<file path="src/rtl/regfile_pkg.sv">
// Shared register-file constants used by decode, destination select and the register file.
// REGFILE_DBG_EN (build macro) enables the debug read port and write counter in regfile_32x32.
package regfile_pkg;

    localparam int REG_ADDR_W = 5;
    localparam int REG_DATA_W = 32;
    localparam int REG_NUM    = 2 ** REG_ADDR_W;

    localparam logic [REG_ADDR_W-1:0] REG_ZERO = 5'd0;
    localparam logic [REG_ADDR_W-1:0] REG_RA   = 5'd31;

endpackage

</file>
<file path="src/rtl/regfile_rd_port.sv">
// One combinational read port: $0 forced to zero, write-through bypass, else stored value.
// Instantiated once per operand port of regfile_32x32.
module regfile_rd_port
    import regfile_pkg::*;
#(
    parameter int DATA_W = REG_DATA_W,
    parameter int ADDR_W = REG_ADDR_W,
    parameter int NREG   = 2 ** ADDR_W
) (
    input  logic [ADDR_W-1:0]            i_raddr,
    input  logic                         i_byp_en,
    input  logic [ADDR_W-1:0]            i_waddr,
    input  logic [DATA_W-1:0]            i_wdata,
    input  logic [NREG-1:0][DATA_W-1:0]  i_regs,
    output logic [DATA_W-1:0]            o_rdata
);

    logic w_zero;
    logic w_hit;

    assign w_zero = (i_raddr == ADDR_W'(REG_ZERO));

    // a hit needs a non-zero destination, so it never overlaps w_zero
    assign w_hit = i_byp_en
                && (i_waddr == i_raddr)
                && (i_waddr != ADDR_W'(REG_ZERO));

    always_comb begin
        o_rdata = '0;
        unique case (1'b1)
            w_zero:  o_rdata = '0;
            w_hit:   o_rdata = i_wdata;
            default: o_rdata = i_regs[i_raddr];
        endcase
    end

endmodule

</file>
<file path="src/rtl/regfile_32x32.sv">
// MIPS GPR file: 32 x 32, two bypassed read ports, one write port, $0 hardwired to zero.
// Define REGFILE_DBG_EN to add the raw debug read port (dbg_addr/dbg_data) and wr_count.
module regfile_32x32
    import regfile_pkg::*;
#(
    parameter int DATA_W = REG_DATA_W,
    parameter int ADDR_W = REG_ADDR_W
) (
    input  logic              clk,
    input  logic              rst,
    input  logic              we,
    input  logic [ADDR_W-1:0] waddr,
    input  logic [DATA_W-1:0] wdata,
    input  logic [ADDR_W-1:0] raddr_a,
    input  logic [ADDR_W-1:0] raddr_b,
    output logic [DATA_W-1:0] rdata_a,
    output logic [DATA_W-1:0] rdata_b
`ifdef REGFILE_DBG_EN
    ,
    input  logic [ADDR_W-1:0] dbg_addr,
    output logic [DATA_W-1:0] dbg_data,
    output logic [31:0]       wr_count
`endif
);

    localparam int NREG = 2 ** ADDR_W;

    logic [DATA_W-1:0]           r_regs [1:NREG-1];
    logic [NREG-1:0][DATA_W-1:0] w_regs;
    logic                        w_byp_en;
    logic                        w_commit;

    // reset wins over a same-cycle write, for both storage and bypass
    assign w_byp_en = we && !rst;
    assign w_commit = w_byp_en && (waddr != ADDR_W'(REG_ZERO));

    always_ff @(posedge clk) begin
        for (int i = 1; i < NREG; i++) begin
            if (rst) begin
                r_regs[i] <= '0;
            end else if (w_commit && (waddr == ADDR_W'(i))) begin
                r_regs[i] <= wdata;
            end
        end
    end

    always_comb begin
        w_regs = '0;
        for (int i = 1; i < NREG; i++) begin
            w_regs[i] = r_regs[i];
        end
    end

    regfile_rd_port #(
        .DATA_W (DATA_W),
        .ADDR_W (ADDR_W),
        .NREG   (NREG)
    ) u_rd_a (
        .i_raddr  (raddr_a),
        .i_byp_en (w_byp_en),
        .i_waddr  (waddr),
        .i_wdata  (wdata),
        .i_regs   (w_regs),
        .o_rdata  (rdata_a)
    );

    regfile_rd_port #(
        .DATA_W (DATA_W),
        .ADDR_W (ADDR_W),
        .NREG   (NREG)
    ) u_rd_b (
        .i_raddr  (raddr_b),
        .i_byp_en (w_byp_en),
        .i_waddr  (waddr),
        .i_wdata  (wdata),
        .i_regs   (w_regs),
        .o_rdata  (rdata_b)
    );

`ifdef REGFILE_DBG_EN
    logic [31:0] r_wr_count;

    always_ff @(posedge clk) begin
        if (rst) begin
            r_wr_count <= '0;
        end else if (w_commit) begin
            r_wr_count <= r_wr_count + 32'd1;
        end
    end

    assign wr_count = r_wr_count;

    // raw stored value for the display path: deliberately no bypass
    assign dbg_data = (dbg_addr == ADDR_W'(REG_ZERO)) ? '0 : w_regs[dbg_addr];
`endif

endmodule

</file>
<file path="config.mk">
export PLATFORM = sky130hd
export DESIGN_NAME = regfile_32x32
export DESIGN_NICKNAME = d
export VERILOG_FILES = /design/src/rtl/regfile_pkg.sv /design/src/rtl/regfile_rd_port.sv /design/src/rtl/regfile_32x32.sv
export SDC_FILE = /design/constraint.sdc
export NUM_CORES = 2
export LEC_CHECK = 0
export BUFFER_PORTS_ARGS = -buffer_cell sky130_fd_sc_hd__buf_2
export CAP_MARGIN = 25
export CORE_ASPECT_RATIO = 1.1
export CORE_MARGIN = 5
export CORE_UTILIZATION = 45
export CTS_CLUSTER_SIZE = 10
export DETAILED_ROUTE_END_ITERATION = 8
export GPL_TIMING_DRIVEN = 0
export SYNTH_ARGS = -nofsm -noshare
export SYNTH_HDL_FRONTEND = slang
export SYNTH_SLANG_ARGS = --single-unit
</file>
<file path="constraint.sdc">
create_clock -name clk -period 2.69 [get_ports clk]
set_input_delay 0.1345 -clock clk [delete_from_list [all_inputs] [get_ports clk]]
set_output_delay 0.1345 -clock clk [all_outputs]
set_load 0.05 [all_outputs]
</file>
==> results.sh <==
export IMPL_synth_edff_count=992
export IMPL_synth_seq_cells=992
export IMPL_num_rows=133
export IMPL_cts_buffer_depth=3
export IMPL_grt_pass1_vias=39089
export IMPL_synthToLayoutAreaGrowth_pct=21.0
export IMPL_ys_types=59
export IMPL_cts_root_buf="clkbuf_16"
export IMPL_gr_total_overflow=0
export IMPL_finalHoldViolations=0
export IMPL_cp_end_kind="primary output"
export IMPL_final_max_slew_violation_count=0
export IMPL_ys_flop_type="edfxtp_1"
export IMPL_drv_cap=0
export IMPL_max_slew_margin_pct=16.0
export IMPL_max_freq_mhz=314
export IMPL_die_h_um=373
export IMPL_grt_use_total_pct=40.8
export IMPL_power_density_nw_per_um2=619
export IMPL_drc=0
export IMPL_h_tree_depth=3
export IMPL_avgSynthCellArea_sq_um=14.3
export IMPL_finalSetupViolCount=157
export IMPL_path_clk_slew_ns=0.06
export IMPL_regMostFlops="r_regs"
export IMPL_die_x_um=340
export IMPL_largest_register_ffs=992
export IMPL_grt_max_degree=33
export IMPL_grt_pass1_wl_mm=347
export IMPL_dp_hpwl_mm=193
export IMPL_critPathMaxFanout=2
export IMPL_portBuffers=103
export IMPL_drt_initial_drc_count=7586
export IMPL_cts_tree="done"
export IMPL_hold_path_depth=4
export IMPL_start_kind="flop"
export IMPL_nFillCells=9726
export IMPL_ir_drop_uv=589
export IMPL_wl_mm=265
export IMPL_status="finished with violations"
export IMPL_nNetsFinal=4182
export IMPL_initial_core_util_pct=45.2
export IMPL_rsz0062_at_grt="yes"
export IMPL_hold_end="r_regs[0][806]"
export IMPL_setup_slack_ns=-0.498
export IMPL_coreArea_sq_um=119000
export IMPL_crit_path_top_delay_cell="mux4_2"
export IMPL_ys_warnings_count=0
export IMPL_path_cells="mux4_2, a22oi_2, o31ai_4, o211ai_1, o21ai_2, buf_6"
export IMPL_drive_gt1_share_pct=33.0
export IMPL_netlist_area_sq_um=53900
export IMPL_viasPerCell=7.21
export IMPL_ios=114
export IMPL_finalCritPeriodShare_pct=119
export IMPL_die_area_sq_um=127000
export IMPL_hp_class="input pin to flop"
export IMPL_cpPeakStageDelay_ns=0.49
export IMPL_pre_cts_slack_ns=-1.93
export IMPL_path_class="flop to primary output"
export IMPL_multi_input_area_sq_um=24900
export IMPL_synth_seq_area_share_pct=55.3
export IMPL_register_area_sq_um=29800
export IMPL_syn_num_nets=3815
export IMPL_required_ns=2.56
export IMPL_hold_start="waddr[0]"
export IMPL_numCtsBuffers=113
export IMPL_antenna_found_initial=15
export IMPL_min_period_ns=3.19
export IMPL_crit_arrival_ns=3.05
export IMPL_synth_cells=3765
export IMPL_cts_num_sinks=992
export IMPL_wl_per_cell_um=46.2
export IMPL_p_leak_nw=21.9
export IMPL_detail_route_antenna_nets=0
export IMPL_final_util_pct=54.7
export IMPL_reg_top3="r_regs (992)"
export IMPL_worst_pin_slew_ns=1.26
export IMPL_async_reset_ff_share_pct=0
export IMPL_violations="setup timing"
export IMPL_startpoint="r_regs[0][484]"
export IMPL_place_congestion=1.11
export IMPL_route_vias_total=41335
export IMPL_drtPass1Iterations=9
-- logic make-up (layout without fill, tap and decap cells) --
| kind of cell | Yosys count | count (layout) | share of synthesized area, % |
|---|---|---|---|
| flops | 992 | 992 | 55.3 |
| simple gates | 1338 | 1338 | 14.2 |
| other cells | 0 | 10 | 0 |
| compound gates | 407 | 407 | 6.03 |
| mux | 598 | 598 | 20.7 |
| xor+xnor | 10 | 10 | 0.163 |
| buf+inv | 420 | 824 | 3.59 |
-- worst max path at each step --
| stage | to | slack, ns | cells after the start |
|---|---|---|---|
| after floorplan | rdata_b[13] | -0.44 | 6 |
| after global placement | rdata_a[4] | -2.08 | 10 |
| after detailed placement | rdata_b[24] | -1.93 | 9 |
| after CTS | rdata_a[4] | -0.39 | 6 |
| after global routing | rdata_a[4] | -0.38 | 6 |
| final | rdata_a[4] | -0.50 | 6 |
-- synth_stat cells (all sizes together), types with 37 or more instances --
library cell / count / area, sq um
and2: 853 / 5340
o21ai: 47 / 235
o221ai: 47 / 430
o22ai: 39 / 244
mux2i: 124 / 1240
mux4: 404 / 9100
a22oi: 37 / 278
buf: 136 / 870
edfxtp: 992 / 29800
clkbuf: 275 / 1030
nand2: 75 / 282
nor3: 220 / 1100
mux2: 70 / 788
a221oi: 45 / 457
nor2: 100 / 375
-- worst max-delay path: cells and delay by family, from the launching register on --
kind,cells,cell delay (ns)
flip-flops,1,0.39
AO/OA/AOI/OAI,4,1.17
multiplexers,1,0.49
buffers and inverters,1,0.21
-- cell type report --
cell class | instances | area share, %
Clock buffer | 140 | 4.62
Sequential cell | 992 | 45.7
Tap cell | 1552 | 2.98
Multi-Input combinational cell | 2353 | 38.2
Inverter | 9 | 0.0633
Clock inverter | 12 | 0.0941
Antenna cell | 10 | 0.0384
Timing Repair Buffer | 254 | 4.22
Buffer | 409 | 4.13
-- metrics by stage --
| stage | TNS (ns) | cells | power [mW] | area [sq um] | hold slack (ns) |
|---|---|---|---|---|---|
| 2_1_floorplan | -2.21 | 3765 | 21.9 | 53900 | 0.333 |
| 3_3_place_gp | -2113.25 | 5420 | 24.7 | 56300 | 0.584 |
| 3_5_place_dp | -1226.24 | 5502 | 24.9 | 57500 | 0.594 |
| 4_1_cts | -10.03 | 5692 | 39.5 | 64100 | 0.251 |
| 5_1_grt | -8.60 | 5721 | 40.7 | 65200 | 0.316 |
| 6_report | -17.92 | 5731 | 40.4 | 65200 | 0.319 |
-- routing by layer --
metal | GRT usage [%] | vias to the layer above | wire length (um)
li1 | - | 15334 | -
met1 | 50.1 | 21040 | 88300
met2 | 57.5 | 3928 | 109000
met3 | 15.3 | 1029 | 38100
met4 | 33.2 | 4 | 29100
met5 | 0 | - | 195
-- placed cells by master (no fill, tap or decap), types with 12 or more instances in the layout --
| cell | instances |
|---|---|
| edfxtp_1 | 992 |
| and2_1 | 840 |
| mux4_2 | 404 |
| clkbuf_1 | 230 |
| nor3_1 | 176 |
| clkbuf_16 | 117 |
| buf_4 | 104 |
| buf_6 | 96 |
| mux2i_1 | 96 |
| nor2_1 | 70 |
| nand2_1 | 66 |
| mux2_2 | 65 |
| buf_2 | 55 |
| buf_12 | 43 |
| clkbuf_2 | 35 |
| buf_8 | 35 |
| dlygate4sd3_1 | 32 |
| or2_2 | 30 |
| a221o_1 | 30 |
| a221oi_1 | 27 |
| nor3_4 | 26 |
| o22ai_1 | 26 |
| clkbuf_4 | 23 |
| a211oi_4 | 21 |
| a22oi_1 | 21 |
| nor2_2 | 20 |
| mux2i_4 | 20 |
| a21oi_1 | 19 |
| nor3_2 | 18 |
| o221ai_2 | 18 |
| a221oi_2 | 17 |
| o41ai_4 | 17 |
| o21ai_0 | 17 |
| o221ai_1 | 16 |
| a22oi_2 | 16 |
| nor2b_1 | 15 |
| buf_1 | 13 |
| and2_4 | 13 |
| o221ai_4 | 13 |
| a2111oi_4 | 12 |
-- what timing repair did --
action | 4_1_cts | 5_1_grt
gates resized for setup | 746 | 196
hold buffers | 32 | 0
endpoints found under the setup margin | 509 | 146
endpoints found under the hold margin | 74 | 0
pin swaps | 109 | 70
setup buffers | 15 | 30
-- where the power goes --
part / switching (mW) / internal (mW) / total [mW]
Clock: 6.42 / 7.70 / 14.1
Combinational: 5.23 / 2.76 / 7.98
Sequential: 0.427 / 17.8 / 18.3
Total: 12.1 / 28.3 / 40.4
Note: power is estimated with default switching activity, not from simulation.
